==> config.mk <==
export PLATFORM = sky130hd
export DESIGN_NAME = thread_sched
export DESIGN_NICKNAME = d
export VERILOG_FILES = /design/src/rtl/thread_pkg.sv /design/src/rtl/thread_sched_rr_arb4.sv /design/src/rtl/thread_sched.sv
export SDC_FILE = /design/constraint.sdc
export NUM_CORES = 1
export LEC_CHECK = 0
export BUFFER_PORTS_ARGS = -buffer_cell sky130_fd_sc_hd__buf_2
export CELL_PAD_IN_SITES_DETAIL_PLACEMENT = 1
export CELL_PAD_IN_SITES_GLOBAL_PLACEMENT = 2
export CORE_ASPECT_RATIO = 2
export CORE_UTILIZATION = 34
export DETAILED_ROUTE_END_ITERATION = 8
export PLACE_DENSITY_LB_ADDON = 0.1
export SLEW_MARGIN = 20
export SYNTH_ARGS = -nofsm -noshare
export SYNTH_HDL_FRONTEND = slang
export SYNTH_SLANG_ARGS = --single-unit
==> constraint.sdc <==
create_clock -name clk -period 5.5 [get_ports clk]
set_clock_uncertainty 0.1 [all_clocks]
set_input_delay 0.55 -clock clk [delete_from_list [all_inputs] [get_ports clk]]
set_output_delay 0.55 -clock clk [all_outputs]
set_load 0.005 [all_outputs]
==> src/rtl/thread_pkg.sv <==
// Shared types and constants for the 4-thread barrel scheduler.
// Latency: n/a (declarations only).
// Backpressure: n/a.
package thread_pkg;

  localparam int NUM_THREADS = 4;
  localparam int NUM_STAGES  = 5;

  // One-hot thread owner; all-zero means no thread owns the slot.
  typedef logic [NUM_THREADS-1:0] thread_t;

  localparam thread_t BUBBLE         = '0;
  // Last-grant value after reset, chosen so the rotation starts at thread 0.
  localparam thread_t LAST_GRANT_RST = 4'b1000;

endpackage

==> src/rtl/thread_sched_rr_arb4.sv <==
// Rotating-priority arbiter: first requester strictly after 'last', wrapping 3->0.
// Latency: combinational.
// Backpressure: none; gnt is all-zero when no request is present.
module rr_arb4
  import thread_pkg::*;
(
  input  logic [3:0] req,
  input  logic [3:0] last,
  output logic [3:0] gnt
);

  logic [1:0] last_idx;
  logic [1:0] idx;
  logic       found;

  // Locate the previous winner, then scan the four positions after it.
  always_comb begin
    gnt      = BUBBLE;
    last_idx = 2'd3;
    idx      = 2'd0;
    found    = 1'b0;
    for (int i = 0; i < 4; i++) begin
      if (last[i]) last_idx = 2'(i);
    end
    // Offsets 1..4; offset 4 wraps back to the previous winner itself.
    for (int k = 1; k <= 4; k++) begin
      idx = last_idx + 2'(k);
      if (!found && req[idx]) begin
        gnt[idx] = 1'b1;
        found    = 1'b1;
      end
    end
  end

endmodule

==> src/rtl/thread_sched.sv <==
// Barrel-thread scheduler: rotating issue into IF, per-stage ownership tracking, block/unblock.
// Latency: grant to thread_sel_IF 1 cycle; block_req to blocked/redirect/squash 1 cycle.
// Backpressure: stall freezes all stage registers and last_grant; squash still applies.
module thread_sched
  import thread_pkg::*;
#(
  parameter int NUM_THREADS = thread_pkg::NUM_THREADS
) (
  input  logic                   clk,
  input  logic                   reset,
  input  logic [NUM_THREADS-1:0] thread_en,
  input  logic                   stall,
  input  logic                   block_req,
  input  logic [NUM_THREADS-1:0] block_done,
  output logic [NUM_THREADS-1:0] thread_sel_IF,
  output logic [NUM_THREADS-1:0] thread_sel_ID,
  output logic [NUM_THREADS-1:0] thread_sel_EX,
  output logic [NUM_THREADS-1:0] thread_sel_MEM,
  output logic [NUM_THREADS-1:0] thread_sel_WB,
  output logic                   issue_valid,
  output logic [NUM_THREADS-1:0] redirect,
  output logic [NUM_THREADS-1:0] blocked
);

  thread_t last_grant;
  thread_t block_set;
  thread_t eligible;
  thread_t gnt;

  thread_t if_nxt, id_nxt, ex_nxt, mem_nxt, wb_nxt;
  thread_t last_nxt, blocked_nxt;
  logic    squash_if, squash_id;

  // Thread being blocked this cycle (only when EX actually holds a thread).
  always_comb begin
    block_set = BUBBLE;
    if (block_req && (thread_sel_EX != BUBBLE)) block_set = thread_sel_EX;
    eligible  = thread_en & ~blocked & ~block_set;
  end

  rr_arb4 u_arb (
    .req  (eligible),
    .last (last_grant),
    .gnt  (gnt)
  );

  // Next-state for the stage pipeline, rotation pointer and blocked mask.
  always_comb begin
    squash_if   = (block_set != BUBBLE) && (thread_sel_IF == block_set);
    squash_id   = (block_set != BUBBLE) && (thread_sel_ID == block_set);
    blocked_nxt = (blocked & ~block_done) | block_set;
    if (stall) begin
      if_nxt   = squash_if ? BUBBLE : thread_sel_IF;
      id_nxt   = squash_id ? BUBBLE : thread_sel_ID;
      ex_nxt   = thread_sel_EX;
      mem_nxt  = thread_sel_MEM;
      wb_nxt   = thread_sel_WB;
      last_nxt = last_grant;
    end else begin
      // A squashed instruction becomes a bubble as it moves down.
      if_nxt   = gnt;
      id_nxt   = squash_if ? BUBBLE : thread_sel_IF;
      ex_nxt   = squash_id ? BUBBLE : thread_sel_ID;
      mem_nxt  = thread_sel_EX;
      wb_nxt   = thread_sel_MEM;
      last_nxt = (gnt != BUBBLE) ? gnt : last_grant;
    end
  end

  // State registers; reset dominates stall and block traffic.
  always_ff @(posedge clk) begin
    if (reset) begin
      thread_sel_IF  <= BUBBLE;
      thread_sel_ID  <= BUBBLE;
      thread_sel_EX  <= BUBBLE;
      thread_sel_MEM <= BUBBLE;
      thread_sel_WB  <= BUBBLE;
      blocked        <= BUBBLE;
      redirect       <= BUBBLE;
      last_grant     <= LAST_GRANT_RST;
    end else begin
      thread_sel_IF  <= if_nxt;
      thread_sel_ID  <= id_nxt;
      thread_sel_EX  <= ex_nxt;
      thread_sel_MEM <= mem_nxt;
      thread_sel_WB  <= wb_nxt;
      blocked        <= blocked_nxt;
      redirect       <= block_set;
      last_grant     <= last_nxt;
    end
  end

  assign issue_valid = (thread_sel_IF != BUBBLE);

endmodule
# Word-level counts from Yosys, hierarchy flattened
# Cells that the tools add are included.
[op_classes]
add_sub_neg = 3
n_mul = 0
n_div = 0
n_lt_le_gt_ge = 8
n_eq_ne = 2
shift = 0
n_mux = 32
n_bitwise = 11
n_reduce_logical = 18
[ops]
columns = ["op", "n"]
rows = [
  ["$mux W4", 9],
  ["$or A4 B4 Y4", 4],
  ["$reduce_bool A4 Y1", 4],
  ["$and A4 B4 Y4", 3],
  ["$lt A2 B3 Y1 const B", 4],
  ["$not A4 Y4", 3],
  ["$mux W1", 11],
  ["$logic_and A1 B1 Y1", 10],
  ["$bmux W1 S2", 4],
  ["$demux W1 S2", 4],
  ["$eq A4 B4 Y1", 2],
  ["$ge A2 B1 Y1 const B", 4],
  ["$mux W2", 4],
  ["$add A2 B2 Y2 const B", 2],
  ["$logic_not A1 Y1", 3],
  ["$add A2 B1 Y2 const B", 1],
  ["$reduce_and A2 Y1", 1],
  ["$not A1 Y1", 1],
]
[totals]
ff_bits = 32
latch_bits = 0
mem_bits_rw = 0
romBits = 0
in_bits = 12
output_inout_bits = 29
n_memories = 0

# Depth between registers and ports, before layout
# Gate-level depths: netlist of run 1.
[depth]
ltp_word = 19
mapped_depth = 12

# Cells and area by module
# Synthesis of run 1 repeated with hierarchy kept, for this count alone.
[unflattened]
hier_cells = 172
hier_area_um2 = 1682.9
[modules_own_cells]
columns = ["module", "n_inst", "cells_each", "area_each_um2", "seq_area_each_um2"]
rows = [
  ["thread_sched", 1, 118, 1291.2, 640.6],
  ["rr_arb4", 1, 54, 391.6, 0.0],
]

# Worst setup path after synthesis of run 1
# Ideal clock, no wire load.
[synth_timing]
path_kind = "reg2reg"
from = "reg last_grant[1]"
to = "reg last_grant[0]"
setup_time_ns = 0.128
t_arrival_ns = 2.507
slack_ns = 2.766
path_stages_with_launch = 11
path_buffers = 1
period_less_slack_ns = 2.734
cell_sequence = "dfxtp_1 -> or2_1 -> and2_1 -> buf_4 -> ha_1 -> mux4_2 -> or4b_4 -> a41oi_4 -> inv_2 -> a41oi_1 -> o32ai_1"
[synth_between]
elab_chain_len = 18
[synth_lines]
columns = ["item", "line", "rtl"]
rows = [
  ["start, declared", "thread_sched.sv:25", "thread_t last_grant;"],
  ["start signal, assigned", "thread_sched.sv:89", "last_grant <= last_nxt;"],
  ["$mux W2 (*) (3 in series)", "thread_sched_rr_arb4.sv:23", "if (last[i]) last_idx = 2'(i);"],
  ["parallel branches: the longest is 12 deep, another holds $lt A2 B3 Y1", "--", ""],
  ["$mux W4 (*)", "thread_sched_rr_arb4.sv:28", "if (!found && req[idx]) begin"],
  ["$reduce_bool A4 Y1", "thread_sched.sv:66", "last_nxt = (gnt != BUBBLE) ? gnt : last_grant;"],
  ["$reduce_and A2 Y1 (no source line)", "--", ""],
]
# Every way passes the cells marked *. The select of a mux whose other input is x is not followed.
# A chain may end at the register's enable or synchronous reset.

# Worst setup path in the final report of run 1
# Ends and elaborated chain as after synthesis.

==> results of run 1 <==
per-layer routing:
metal | vias up | global-route usage | part of all wire
li1 | 805 | - | -
met2 | 34 | 0.3527 | 0.54
met5 | - | 0 | 0
met4 | 0 | 0.1109 | 0.035
met3 | 13 | 0.03608 | 0.024
met1 | 788 | 0.2136 | 0.40
metrics by stage:
stage / setup slack, ps / hold slack, ps / total power [mW]
after CTS: 2501 / 374.4 / 0.5804
after floorplan: 2766 / 342.5 / 0.3664
after global placement: 2527 / 360.2 / 0.4055
final: 2500 / 372.0 / 0.5719
after detailed placement: 2506 / 356.2 / 0.4056
after global routing: 2356 / 399.4 / 0.6020
power groups by stage:
stage / sequential [mW] / combinational [mW] / clock, mW
2_1_floorplan: 0.257 / 0.109 / 0
3_3_place_gp: 0.262 / 0.144 / 0
3_5_place_dp: 0.262 / 0.144 / 0
4_1_cts: 0.257 / 0.145 / 0.179
5_1_grt: 0.259 / 0.158 / 0.186
6_report: 0.256 / 0.143 / 0.172
cells in the mapped netlist (all sizes together):
master,number
a211oi,2
a21o,5
a21oi,13
a221o,1
a221oi,1
a222oi,2
a31oi,2
a41oi,3
and2,7
and2b,3
and3,1
buf,8
clkbuf,4
dfxtp,32
ha,5
inv,9
mux2i,8
mux4,4
nand2,18
nand2b,3
nand3,11
nand3b,3
nand4,1
nor2,33
nor2b,2
nor4,2
o2111a,1
o21ai,2
o21bai,1
o221ai,1
o22ai,1
o311a,1
o31ai,1
o32ai,3
o41a,1
or2,4
or4,1
or4b,1
xor2,8
cell families after synthesis:
| family | Yosys count | synth area share |
|---|---|---|
| fa+ha+maj | 5 | 0.03415 |
| compound gates | 41 | 0.1708 |
| flops | 32 | 0.3497 |
| buf+inv | 21 | 0.06284 |
| simple gates | 90 | 0.2493 |
| mux | 12 | 0.09495 |
| xor+xnor | 8 | 0.03825 |
worst max-delay path: stages (launching register included):
cell and delay [ps]:
dfxtp_1 350, or2_1 290, and2_1 270, ha_1 360
mux4_2 350, or4b_4 550, a41oi_4 210, inv_2 60
a41oi_1 210, o32ai_1 120
registers in the layout, summed over array words and instances (netlist names):
| register | count |
|---|---|
| thread_sel_WB | 4 |
| thread_sel_EX | 4 |
| thread_sel_ID | 4 |
| thread_sel_MEM | 4 |
| last_grant | 4 |
| thread_sel_IF | 4 |
| blocked | 4 |
| redirect | 4 |
area by class of cell:
cell class / instances / area share
flip-flops and latches: 32 / 0.3046
well taps: 58 / 0.03450
repair buffers: 40 / 0.09518
clock buffers: 6 / 0.03450
inverters: 9 / 0.01725
multi-input cells: 156 / 0.5116
clock inverters: 1 / 0.002380
path summary, 6_finish.rpt:
| check | startpoint | endpoint | slack [ps] | cells after the start |
|---|---|---|---|---|
| worst max-delay path | last_grant[1]$_SDFFE_PP0P_ | last_grant[0]$_SDFFE_PP0P_ | 2500 | 9 |
| worst min-delay path | blocked[2]$_SDFF_PP0_ | blocked[2]$_SDFF_PP0_ | 370 | 1 |
| worst max register to register | last_grant[1]$_SDFFE_PP0P_ | last_grant[0]$_SDFFE_PP0P_ | 2500 | 9 |
| worst min register to register | blocked[2]$_SDFF_PP0_ | blocked[2]$_SDFF_PP0_ | 370 | 1 |
==> results.yml, run 1 <==
grt:
  grt_max_degree: 38
  grt-ovfl-total: 0
  antenna_found_initial: 0
  grt_pass1_wl_um: 8321
  grt_pass1_vias: 1758
  grt_util_all_layers: 0.2026
drt:
  drc_errors: 0
  viasPerCell: 5.430
  vias: 1640
  drt-total-wl_um: 5118
  drt_iter0_drc: 33
  dr.pass1.iters: 4
  avgRoutedWirePerCell_um: 16.95
  drtAntennaViolNets: 0
clocking:
  cts_setup_buffers: 0
  cts_sinks: 32
  cts_resized: 0
  ctsHoldBuffers: 0
  clockRootBuffer: "clkbuf_8"
  cts.path.max_buffers: 2
  worstSkewPairLatency_ps: 290
  htree_levels: 2
  cts_buffers: 5
  cts_tree: "yes"
  path_clk_slew_ps: 60
timing:
  worstMarginPinSlew_ps: 689.3
  period_minus_slack_ps: 3000
  grt_setup_unrepaired: "false"
  slew_headroom: 0.5405
  finalSetupTns_ps: 0
  maxSlewViolCount: 0
  setup_violations: 0
  timing.final.crit_share: 0.5455
  fmax_ghz: 0.3333
  hold_viol: 0
cells_and_area:
  drive_gt1_frac: 0.2418
  syn_to_final_growth_pct: 14.82
  layout_common_cells: "40 x buf_2, 32 x dfxtp_1, 31 x nor2_1"
  nFillCells: 636
  register_area_um2: 640.6
  layout.nets: 261
  multi_input_area_um2: 1076
  n_antenna_cell: 0
  final_cells: 302
  fin_area_um2: 2103
  fin_util: 0.4056
  final_common_cell: "buf_2"
place:
  gp_congestion: 0.7606
  place_area_um2: 2026
  dp_hpwl_um: 3793
  io_buffers: 40
  dp.cells: 295
floorplan:
  rows: 37
  die-height_um: 105.8
  die-area_um2: 5703
  core_um2: 5185
  die_x_um: 53.90
  start_util: 0.3533
  io_pins: 41
critical_path:
  critPathLaunchType: "flip-flop"
  worstPathRequired_ps: 5540
  path_max_fanout: 7
  worstPathArrival_ps: 3040
  crit_path_end_kind: "flip-flop"
  crit_type: "flip-flop to flip-flop"
synth:
  synth_nets: 226
  syn_area_um2: 1832
  ys_warn_count: 0
  yosys.area.top_type: "dfxtp_1"
  synthTopCellsByArea: "dfxtp_1 35%, nor2_1 6.4%, mux2i_1 4.4%"
  synthDistinctLibCells: 52
  synth_top_area_frac: 0.3497
  avgSynthCellArea_um2: 8.764
  ys_seq_area_frac: 0.3497
  syn_inst: 209
  ys_seq_elements: 32
run_status:
  status: "finished, final reports clean"
power_and_ir_drop:
  power.density_nw_per_um2: 271.9
  swShare: 0.3213
  ir_drop_mv: 0.1723
  clockPowerShare: 0.301
  intPower_uw: 388.1
  p_leak_nw: 0.9926
  seq_power_share: 0.448
  p_comb_frac: 0.251
  p_sw_uw: 183.8
hold_path:
  hp-class: "flip-flop to flip-flop"
flow_run:
  max-cap-violations: 0
Note: power is estimated with default switching activity, not from simulation.
==> run 2: changes to the inputs <==
Settings changed: ABC_AREA set to 1, CORE_UTILIZATION 34 to 29.
Clock period 5.5 ns to 2.9 ns, I/O delays scaled along.
==> run 2 against run 1 <==
  * The run now ends with DRC left
  * Clock power rose to 3.1 times the previous value
  * Sequential power is 97% higher
  * Die area increased by 11%
  * Via count rose by 4.9%
  * Non-clock buffer count is 2 higher
  * First-iteration DRC count increased by 79%
  * Hold slack worse by 210 ps
  * Utilization fell by 3.3 points
  * Critical path depth up 7
  * Routed wire length rose by 7.2%
  * Register-to-register slack worse by 2100 ps
  * Total power up 140%
==> results.yml, run 2 <==
critical_path:
  reg2reg_to: "last_grant[0]$_SDFFE_PP0P_"
  reg2reg_depth: 16
  startpoint: "last_grant[2]$_SDFFE_PP0P_"
  critPathCapture: "last_grant[0]$_SDFFE_PP0P_"
  critPathLaunchType: "flip-flop"
  worstPathRequired_ps: 2960
  crit_path_end_kind: "flip-flop"
  r2r_setup_slack_ps: 450
  worstPathArrival_ps: 2510
  r2r-start: "last_grant[2]$_SDFFE_PP0P_"
  crit_type: "flip-flop to flip-flop"
  path_max_fanout: 8
timing:
  worstMarginPinSlew_ps: 669.9
  period_minus_slack_ps: 2455
  setup_violations: 0
  maxSlewViolCount: 0
  fin_ws_ps: 445.2
  finalSetupTns_ps: 0
  fin_hold_ws_ps: 162.5
  slew_headroom: 0.5529
  hold_viol: 0
  fmax_ghz: 0.4074
  grt_setup_unrepaired: "false"
  timing.final.crit_share: 0.8465
power_and_ir_drop:
  intPower_uw: 923.0
  clockPowerShare: 0.397
  p_sw_uw: 421.1
  ir_drop_mv: 0.3925
  swShare: 0.3133
  seq_power_share: 0.375
  p_comb_frac: 0.229
  power.density_nw_per_um2: 626.0
  power_mw: 1.344
  p_leak_nw: 1.016
clocking:
  cts_sinks: 32
  cts_resized: 0
  ctsHoldBuffers: 0
  cts_tree: "yes"
  cts.path.max_buffers: 2
  worstSkewPairLatency_ps: 280
  clockRootBuffer: "clkbuf_16"
  path_clk_slew_ps: 50
  cts_buffers: 5
  htree_levels: 2
  cts_setup_buffers: 0
cells_and_area:
  syn_to_final_growth_pct: 23.72
  fin_util: 0.3729
  layout.nets: 302
  final_common_cell: "buf_2"
  layout_common_cells: "40 x buf_2, 39 x nand2_1, 33 x nor2_1"
  fin_area_um2: 2147
  final_cells: 347
  n_antenna_cell: 0
  drive_gt1_frac: 0.2448
grt:
  grt_pass1_vias: 1844
  grt_max_degree: 23
  grt_pass1_wl_um: 8949
  antenna_found_initial: 0
  grt-ovfl-total: 0
  grt_util_all_layers: 0.1901
floorplan:
  start_util: 0.3014
  die-height_um: 111.4
  rows: 39
  core_um2: 5758
  die-area_um2: 6316
  die_x_um: 56.70
  io_pins: 41
synth:
  syn_inst: 243
  async_reset_ff_frac: 0
  ys_seq_elements: 32
  avgSynthCellArea_um2: 7.142
  syn_area_um2: 1735
  synth_commonest_cells: "39 x nand2_1, 33 x nor2_1, 32 x dfxtp_1, 31 x inv_1, 26 x nand3_1"
  synth_top_area_frac: 0.3691
  synth_edf_count: 0
  synthTopCellsByArea: "dfxtp_1 37%, nand2_1 8.4%, nand3_1 7.5%"
  synthDistinctLibCells: 24
  yosysMostFrequentCell: "nand2_1"
  yosys.area.top_type: "dfxtp_1"
  synth_nets: 260
  ys_seq_area_frac: 0.3691
  synth_top_flop_cell: "dfxtp_1"
  ys_warn_count: 0
drt:
  dr.pass1.iters: 6
  viasPerCell: 4.960
  drt_iter0_drc: 59
  drtAntennaViolNets: 0
  drt-total-wl_um: 5487
  vias: 1721
  drc_errors: 4
  avgRoutedWirePerCell_um: 15.81
run_status:
  status: "finished with violations"
  violations: "DRC"
hold_path:
  hp-class: "input port to flip-flop"
place:
  gp_congestion: 0.8273
  io_buffers: 40
  dp_hpwl_um: 4342
  place_area_um2: 2001
  dp.cells: 339
  place_ws_ps: 435.9
flow_run:
  max-cap-violations: 0
==> run 2: changes by cell type after synthesis, sizes merged, moves of 4 or more <==
cell,previous run,this run
nand2,18,46
inv,9,31
nand3,11,33
o21ai,2,16
a21oi,13,21
buf,8,0
mux2i,8,0
and2,7,0
a21o,5,0
mux4,4,0
nor2,33,37
or2,4,0
xor2,8,4
==> run 2: power by group through the flow <==
stage / Sequential (mW) / Clock [mW] / Combinational (mW)
6_report: 0.504 / 0.533 / 0.307
5_1_grt: 0.508 / 0.560 / 0.346
4_1_cts: 0.504 / 0.548 / 0.313
3_5_place_dp: 0.513 / 0 / 0.312
3_3_place_gp: 0.513 / 0 / 0.309
2_1_floorplan: 0.508 / 0 / 0.210
==> run 2: critical path, cell delays in order (launching register included) <==
cell and delay [ps]:
dfxtp_1 360, inv_1 80, nor2_4 200, a21oi_2 70, ha_1 270, nor2_1 200, inv_1 80, nand2_1 80
nand2_2 80, nor2_4 190, nand3_1 110, nand3_1 130, nor2_1 60, nand2_1 70, nand2_2 80, nand2_1 110
a21oi_2 50
==> run 2: layer usage <==
layer / global-route usage / routed length (um) / up-vias
met1: 0.1670 / 1956 / 812
met3: 0.03252 / 126 / 11
met2: 0.3778 / 3204 / 29
met4: 0.1133 / 199 / 0
met5: 0 / 0 / -
li1: - / - / 869
==> run 2: final cells by class <==
| class | count | area [um^2] |
|---|---|---|
| Clock buffer | 8 | 146.4 |
| Fill cell | 762 | 3611 |
| Inverter | 31 | 116.4 |
| Multi-Input combinational cell | 173 | 952.2 |
| Sequential cell | 32 | 640.6 |
| Tap cell | 61 | 76.32 |
| Timing Repair Buffer | 42 | 215.2 |
==> run 2: cell families after synthesis <==
kind of cell             Yosys count  share of synthesized area
AO/OA/AOI/OAI                     45                     0.1514
XOR/XNOR                           6                    0.03028
adder cells (fa/ha/maj)            5                    0.03605
buffers and inverters             38                    0.08219
flip-flops                        32                     0.3691
AND/OR/NAND/NOR                  117                     0.3309
==> run 2: how the worst min path moves through the flow <==
stage,from,to,slack [ps],cells after the start
floorplan,block_req,redirect[0]$_SDFF_PP0_,350,2
global placement,thread_sel_WB[3]$_SDFFE_PP0N_,thread_sel_WB[3]$_SDFFE_PP0N_,370,2
detailed placement,thread_sel_WB[2]$_SDFFE_PP0N_,thread_sel_WB[2]$_SDFFE_PP0N_,370,2
CTS,block_done[3],blocked[3]$_SDFF_PP0_,160,4
global route,block_done[1],blocked[1]$_SDFF_PP0_,180,4
finish,block_done[3],blocked[3]$_SDFF_PP0_,160,4
